## config.mk

```make
export PLATFORM = sky130hd
export DESIGN_NAME = multicycle_control_flat
export DESIGN_NICKNAME = d
export VERILOG_FILES = /design/src/rtl/riscv_pkg.sv /design/src/rtl/multicycle_control_if.sv /design/src/rtl/mem_wait_timer.sv /design/src/rtl/multicycle_control.sv /design/src/flat_wrapper.sv
export SDC_FILE = /design/constraint.sdc
export NUM_CORES = 1
export LEC_CHECK = 0
export ABC_AREA = 1
export CORE_ASPECT_RATIO = 0.8
export CORE_MARGIN = 4
export CORE_UTILIZATION = 30
export DETAILED_ROUTE_END_ITERATION = 7
export GPL_TIMING_DRIVEN = 0
export SETUP_SLACK_MARGIN = 0.1
export SLEW_MARGIN = 0
export SYNTH_ARGS = -nofsm -noshare
export SYNTH_HDL_FRONTEND = slang
export SYNTH_SLANG_ARGS = --single-unit
```

## constraint.sdc

```tcl
create_clock -name clk -period 2 [get_ports clk]
set_clock_uncertainty 0.05 [all_clocks]
set_input_delay 0.4 -clock clk [delete_from_list [all_inputs] [get_ports clk]]
set_output_delay 0.4 -clock clk [all_outputs]
set_load 0.005 [all_outputs]
```

## src/rtl/riscv_pkg.sv

```systemverilog
// Shared RISC-V control definitions: opcode constants and multi-cycle state encoding.
package riscv_pkg;

  localparam logic [6:0] OP_R      = 7'b0110011;
  localparam logic [6:0] OP_I      = 7'b0010011;
  localparam logic [6:0] OP_LOAD   = 7'b0000011;
  localparam logic [6:0] OP_STORE  = 7'b0100011;
  localparam logic [6:0] OP_BRANCH = 7'b1100011;
  localparam logic [6:0] OP_JAL    = 7'b1101111;
  localparam logic [6:0] OP_JALR   = 7'b1100111;

  typedef enum logic [2:0] {
    ST_IDLE    = 3'd0,
    ST_FETCH   = 3'd1,
    ST_DECODE  = 3'd2,
    ST_EXECUTE = 3'd3,
    ST_MEM     = 3'd4,
    ST_WB      = 3'd5,
    ST_TRAP    = 3'd7
  } state_e;

  function automatic logic is_legal(input logic [6:0] op);
    case (op)
      OP_R, OP_I, OP_LOAD, OP_STORE, OP_BRANCH, OP_JAL, OP_JALR: return 1'b1;
      default:                                                   return 1'b0;
    endcase
  endfunction

endpackage

```

## src/rtl/multicycle_control_if.sv

```systemverilog
// Datapath-side bundle of the multi-cycle sequencer: decode inputs, memory handshake, strobes.
interface multicycle_control_if;

  logic [6:0] opcode;
  logic       branch_taken;
  logic       mem_ready;
  logic       ir_write;
  logic       pc_write;
  logic       pc_src;
  logic       mem_read;
  logic       mem_write;
  logic       mem_addr_sel;
  logic       alu_src;
  logic       mem_to_reg;
  logic       reg_write;
  logic       branch;
  logic       jump;

  modport master (
    input  opcode, branch_taken, mem_ready,
    output ir_write, pc_write, pc_src, mem_read, mem_write, mem_addr_sel,
           alu_src, mem_to_reg, reg_write, branch, jump
  );

  modport slave (
    output opcode, branch_taken, mem_ready,
    input  ir_write, pc_write, pc_src, mem_read, mem_write, mem_addr_sel,
           alu_src, mem_to_reg, reg_write, branch, jump
  );

endinterface

```

## src/rtl/mem_wait_timer.sv

```systemverilog
// Counts cycles a memory access stalls; flags the last allowed stall cycle.
module mem_wait_timer #(
  parameter int TIMEOUT_CYCLES = 16
) (
  input  logic clk,
  input  logic rst_n,
  input  logic clear,
  input  logic waiting,
  output logic expired
);

  localparam int              W    = $clog2(TIMEOUT_CYCLES);
  localparam logic [W-1:0]    LAST = W'(TIMEOUT_CYCLES - 1);

  logic [W-1:0] count_q;

  // NOTE: sequential state always uses non-blocking assignments so every
  // register samples pre-edge values regardless of process ordering.
  always_ff @(posedge clk or negedge rst_n) begin
    if (!rst_n)                    count_q <= '0;
    else if (clear)                count_q <= '0;
    else if (waiting && !expired)  count_q <= count_q + 1'b1;
  end

  assign expired = waiting && (count_q == LAST);

endmodule

```

## src/rtl/multicycle_control.sv

```systemverilog
// Multi-cycle RISC-V sequencer: FETCH/DECODE/EXECUTE/MEM/WB with shared memory port and traps.
module multicycle_control
  import riscv_pkg::*;
#(
  parameter int TIMEOUT_CYCLES = 16,
  parameter int CNT_W          = 32
) (
  input  logic                 clk,
  input  logic                 rst_n,
  input  logic                 run,
  multicycle_control_if.master dp,
  output logic [2:0]           state,
  output logic                 illegal_instr,
  output logic                 bus_error,
  output logic [CNT_W-1:0]     instret
);

  state_e state_q, state_next;
  logic   waiting, expired, timer_clear, timeout_trap, illegal_trap;
  logic   ir_write, pc_write, pc_src, mem_read, mem_write, mem_addr_sel;
  logic   alu_src, mem_to_reg, reg_write, branch, jump;

  wire op_load  = (dp.opcode == OP_LOAD);
  wire op_store = (dp.opcode == OP_STORE);
  wire op_jmp   = (dp.opcode == OP_JAL) || (dp.opcode == OP_JALR);

  assign waiting     = ((state_q == ST_FETCH) || (state_q == ST_MEM)) && !dp.mem_ready;
  assign timer_clear = ((state_next == ST_FETCH) || (state_next == ST_MEM)) &&
                       (state_next != state_q);

  mem_wait_timer #(.TIMEOUT_CYCLES(TIMEOUT_CYCLES)) u_timer (
    .clk     (clk),
    .rst_n   (rst_n),
    .clear   (timer_clear),
    .waiting (waiting),
    .expired (expired)
  );

  always_ff @(posedge clk or negedge rst_n) begin
    if (!rst_n) state_q <= ST_IDLE;
    else        state_q <= state_next;
  end

  // NOTE: every output of this block is given a default first, so no path
  // leaves a signal unassigned and no latch is inferred.
  always_comb begin
    state_next   = state_q;
    ir_write     = 1'b0;
    pc_write     = 1'b0;
    pc_src       = 1'b0;
    mem_read     = 1'b0;
    mem_write    = 1'b0;
    mem_addr_sel = 1'b0;
    alu_src      = 1'b0;
    mem_to_reg   = 1'b0;
    reg_write    = 1'b0;
    branch       = 1'b0;
    jump         = 1'b0;
    timeout_trap = 1'b0;
    illegal_trap = 1'b0;

    case (state_q)
      ST_IDLE: if (run) state_next = ST_FETCH;

      ST_FETCH: begin
        mem_read = 1'b1;
        if (dp.mem_ready) begin
          ir_write   = 1'b1;
          state_next = ST_DECODE;
        end else if (expired) begin
          timeout_trap = 1'b1;
          state_next   = ST_TRAP;
        end
      end

      ST_DECODE: begin
        illegal_trap = !is_legal(dp.opcode);
        state_next   = illegal_trap ? ST_TRAP : ST_EXECUTE;
      end

      ST_EXECUTE: begin
        alu_src = (dp.opcode == OP_I) || op_load || op_store || (dp.opcode == OP_JALR);
        jump    = op_jmp;
        if (dp.opcode == OP_BRANCH) begin
          branch     = 1'b1;
          pc_write   = 1'b1;
          pc_src     = dp.branch_taken;
          state_next = run ? ST_FETCH : ST_IDLE;
        end else if (op_load || op_store) begin
          state_next = ST_MEM;
        end else begin
          state_next = ST_WB;
        end
      end

      ST_MEM: begin
        mem_addr_sel = 1'b1;
        alu_src      = 1'b1;
        mem_read     = op_load;
        mem_write    = op_store;
        if (dp.mem_ready) begin
          if (op_store) begin
            pc_write   = 1'b1;
            state_next = run ? ST_FETCH : ST_IDLE;
          end else begin
            state_next = ST_WB;
          end
        end else if (expired) begin
          timeout_trap = 1'b1;
          state_next   = ST_TRAP;
        end
      end

      ST_WB: begin
        reg_write  = 1'b1;
        pc_write   = 1'b1;
        mem_to_reg = op_load;
        jump       = op_jmp;
        pc_src     = op_jmp;
        alu_src    = (dp.opcode == OP_I) || (dp.opcode == OP_JALR);
        state_next = run ? ST_FETCH : ST_IDLE;
      end

      ST_TRAP: state_next = ST_TRAP;

      default: state_next = ST_IDLE;
    endcase
  end

  always_ff @(posedge clk or negedge rst_n) begin
    if (!rst_n) begin
      instret       <= '0;
      illegal_instr <= 1'b0;
      bus_error     <= 1'b0;
    end else begin
      if (pc_write)     instret       <= instret + CNT_W'(1);
      if (illegal_trap) illegal_instr <= 1'b1;
      if (timeout_trap) bus_error     <= 1'b1;
    end
  end

  assign state           = state_q;
  assign dp.ir_write     = ir_write;
  assign dp.pc_write     = pc_write;
  assign dp.pc_src       = pc_src;
  assign dp.mem_read     = mem_read;
  assign dp.mem_write    = mem_write;
  assign dp.mem_addr_sel = mem_addr_sel;
  assign dp.alu_src      = alu_src;
  assign dp.mem_to_reg   = mem_to_reg;
  assign dp.reg_write    = reg_write;
  assign dp.branch       = branch;
  assign dp.jump         = jump;

endmodule
```

## src/flat_wrapper.sv

```systemverilog
// flat-port wrapper written by rule: the top's interface ports become plain ports
module multicycle_control_flat import riscv_pkg::*;
#(
  parameter int TIMEOUT_CYCLES = 16,
  parameter int CNT_W          = 32
)
  (clk, rst_n, run, state, illegal_instr, bus_error, instret, dp_opcode, dp_branch_taken, dp_mem_ready, dp_ir_write, dp_pc_write, dp_pc_src, dp_mem_read, dp_mem_write, dp_mem_addr_sel, dp_alu_src, dp_mem_to_reg, dp_reg_write, dp_branch, dp_jump);
  multicycle_control_if dp_i ();
  input  logic clk;
  input  logic rst_n;
  input  logic run;
  output logic [2:0] state;
  output logic illegal_instr;
  output logic bus_error;
  output logic [CNT_W-1:0] instret;
  input wire logic [$bits(dp_i.opcode)-1:0] dp_opcode;
  input wire logic [$bits(dp_i.branch_taken)-1:0] dp_branch_taken;
  input wire logic [$bits(dp_i.mem_ready)-1:0] dp_mem_ready;
  output wire logic [$bits(dp_i.ir_write)-1:0] dp_ir_write;
  output wire logic [$bits(dp_i.pc_write)-1:0] dp_pc_write;
  output wire logic [$bits(dp_i.pc_src)-1:0] dp_pc_src;
  output wire logic [$bits(dp_i.mem_read)-1:0] dp_mem_read;
  output wire logic [$bits(dp_i.mem_write)-1:0] dp_mem_write;
  output wire logic [$bits(dp_i.mem_addr_sel)-1:0] dp_mem_addr_sel;
  output wire logic [$bits(dp_i.alu_src)-1:0] dp_alu_src;
  output wire logic [$bits(dp_i.mem_to_reg)-1:0] dp_mem_to_reg;
  output wire logic [$bits(dp_i.reg_write)-1:0] dp_reg_write;
  output wire logic [$bits(dp_i.branch)-1:0] dp_branch;
  output wire logic [$bits(dp_i.jump)-1:0] dp_jump;
  assign dp_i.opcode = dp_opcode;
  assign dp_i.branch_taken = dp_branch_taken;
  assign dp_i.mem_ready = dp_mem_ready;
  assign dp_ir_write = dp_i.ir_write;
  assign dp_pc_write = dp_i.pc_write;
  assign dp_pc_src = dp_i.pc_src;
  assign dp_mem_read = dp_i.mem_read;
  assign dp_mem_write = dp_i.mem_write;
  assign dp_mem_addr_sel = dp_i.mem_addr_sel;
  assign dp_alu_src = dp_i.alu_src;
  assign dp_mem_to_reg = dp_i.mem_to_reg;
  assign dp_reg_write = dp_i.reg_write;
  assign dp_branch = dp_i.branch;
  assign dp_jump = dp_i.jump;
  multicycle_control #(.TIMEOUT_CYCLES(TIMEOUT_CYCLES), .CNT_W(CNT_W)) u_core (.clk(clk), .rst_n(rst_n), .run(run), .dp(dp_i), .state(state), .illegal_instr(illegal_instr), .bus_error(bus_error), .instret(instret));
endmodule
```

==> flow_summary.toml <==
[cells_and_area]
multi_input_area_mm2 = 0.001659
areaGrowthSynthToFinish_pct = 49.35
seq_area_mm2 = 0.001030
diodes = 0
drive_above_1_share = 0.2374
nNetsFinal = 529
finalInstanceArea_mm2 = 0.004139
mostFrequentLayoutCell = "nand2_1"
layout_common_cells = "nand2_1 (129), inv_1 (52), clkdlybuf4s50_1 (38), dfrtp_1 (38), nor2_1 (34)"
fillers = 907
post-route-util = 0.4580

[sta]
relSlewSlack = 0.7612
fmax_ghz = 0.4856
finalHoldViolCount = 0
layout_setup_ws_ps = -59.46
period_share = 1.030
min_period_ps = 2059
fin_setup_tns_ps = -82.95
hold_ws_ps = 425.6
setup_viol = 2
worstMarginPinSlew_ps = 356.9
slew_viol_final = 0
rsz0062_at_grt = "true"

[detailed_routing]
initialDrtViolationCount = 154
dr.pass1.iters = 4
drtAntennaViolNets = 0
drt_wl_total_um = 8970
routedWlPerCell_um = 14.26
via_per_inst = 4.676
drcViolationCount = 0
vias = 2941

[global_routing]
use_met3 = 0.02576
grt_use_met2 = 0.2461
grt.total_usage = 0.1652
globalRouteOverflowTotal = 0
gr-usage-met1 = 0.2470
grt.busiest_layer = "met1"
grt_pass1_vias = 2750
grt_max_degree = 33
grt_pass1_wl_um = 14100
antenna_found_initial = 0

[logic_synthesis]
synth_top_family_by_area = "simple AND/OR/NAND/NOR gates"
yosysTopAreaCell = "dfrtp_1"
synth_warnings = 0
synth_top_area_frac = 0.3702
synth.area.top_cells = "dfrtp_1 (37%), nand2_1 (18%), inv_1 (8.0%)"
synth-compound-area-share = 0.05327
synthDistinctLibCells = 27
yosysSeqAreaShare = 0.3702
synth_seq_cells = 41
synth_xor_area_frac = 0.09481
synth_nets = 422
async_reset_ff_frac = 1.000
synth-adder-area-share = 0.009029
muxShareOfSynthArea = 0
synth_edf_count = 0
syn_inst = 408
yosys.area_share.simple = 0.3747
synthFlopType = "dfrtp_1"
syn-cell-area_mm2 = 0.002771
syn_avg_cell_area_um2 = 6.793

[floorplan]
die_h_um = 93.97
rows = 31
die_w_um = 115.5
dieArea_mm2 = 0.01085
io-pin-count = 60
coreArea_mm2 = 0.009037
initial_core_util = 0.3067

[min_path]
min_path_type = "register to register"

[clock_tree]
htreeDepth = 2
clk_pin_slew_ps = 60
tritoncts = "yes"
clock-root-buffer = "clkbuf_16"
clock-sinks = 41
insertion_delay_ps = 280
clock_path_buffers = 2
numCtsBuffers = 5

[run]
cap_viol_max_count = 0

[power]
total_power_mw = 3.569
p_leak_nw = 2.045
ir_drop_mv = 0.4015
power_density_mw_per_mm2 = 862.3

[placement]
place_area_mm2 = 0.003521
place_hpwl_um = 6293
gp_congestion = 0.9147
portBuffers = 59

[setup_path]
end_kind = "primary output"
path_class = "register to primary output"
cp-start-kind = "register"
critPathRequiredTime_ps = 1550
critPathMaxFanout = 8
crit_arrival_ps = 1610

[status]
violations = "setup timing"
status = "finished, violations left"
==> timing repair <==
item / 4_1_cts / 5_1_grt
hold buffers: 1 / 0
resized for setup: 80 / 55
buffers inserted: 29 / 11
endpoints found under the hold margin: 9 / 0
gates cloned: 0 / 0
endpoints found under the setup margin: 12 / 20
pin swaps: 10 / 16
==> Yosys cell counts (2+ instances only) <==
cell,n
nor3_1,21
nand3_2,2
nand2_2,3
or2_2,2
dfrtp_1,41
buf_2,3
nand2_1,133
nor2_1,45
o21ai_0,18
nand3_1,23
inv_1,59
xor2_1,21
xnor2_1,9
buf_6,2
a21oi_1,2
inv_2,2
ha_1,2
o21ai_1,2
nor2_2,5
nand2_4,2
nand4_1,5
==> metrics by stage <==
| step | setup slack (ps) | cells |
|---|---|---|
| detailed placement | -895.8 | 583 |
| CTS | -89.72 | 619 |
| global placement | -880.1 | 582 |
| floorplan | 275.2 | 408 |
| global route | -117.7 | 629 |
| finish | -59.46 | 629 |
==> layout make-up <==
| cell class | instances | area share |
|---|---|---|
| timing repair buffer | 100 | 0.2152 |
| sequential | 41 | 0.2488 |
| multi-input combinational | 300 | 0.4008 |
| buffer | 6 | 0.01360 |
| clock buffer | 5 | 0.03023 |
| tap | 115 | 0.03476 |
| inverter | 61 | 0.05532 |
| clock inverter | 1 | 0.001209 |
==> where the power goes <==
part | internal [mW] | leakage, nW | switching, mW | total, mW
combinational | 0.788 | 1.44 | 0.874 | 1.66
clock | 0.446 | 0.0655 | 0.320 | 0.767
sequential | 0.963 | 0.539 | 0.177 | 1.14
==> cell families after synthesis <==
logic type / count (synthesis)
and+or+nand+nor: 243
buffers and inverters: 67
DFF: 41
xor gates and xnor gates: 30
AOI/OAI and AO/OA: 25
adders and majority gates: 2
==> worst paths after layout <==
check | start | endpoint | slack, ps | cells past startpoint
hold / removal | u_core.bus_error$_DFFE_PN0P_ | u_core.bus_error$_DFFE_PN0P_ | 430 | 2
max in group asynchronous | rst_n | u_core.state[1]$_DFF_PN0_ | 970 | 3
hold reg to reg | u_core.bus_error$_DFFE_PN0P_ | u_core.bus_error$_DFFE_PN0P_ | 430 | 2
setup / recovery | u_core.state[2]$_DFF_PN0_ | dp_jump | -60 | 7
setup reg to reg | u_core.state[0]$_DFF_PN0_ | u_core.u_timer.count_q[2]$_DFFE_PN0P_ | 190 | 10
min in group asynchronous | rst_n | u_core.instret[15]$_DFFE_PN0P_ | 460 | 2
==> critical path, cell delays in order (launching register included) <==
cell and delay (ps):
dfrtp_1 400, buf_6 150, buf_4 140, nand3_4 120
nand2_1 100, nand2_1 90, inv_1 40, dlygate4sd2_1 270
==> state kept, by name, indices dropped and copies added, names as in the netlist <==
| register | cells |
|---|---|
| u_core.illegal_instr | 1 |
| u_core.instret | 32 |
| u_core.state | 3 |
| u_core.u_timer.count_q | 4 |
| u_core.bus_error | 1 |
==> metal layers <==
| layer | vias to the layer above | share of wire |
|---|---|---|
| li1 | 1485 | - |
| met4 | 0 | 0.014 |
| met5 | - | 0 |
| met3 | 14 | 0.056 |
| met1 | 1368 | 0.48 |
| met2 | 74 | 0.45 |
Power figures use the tool's default switching activity.
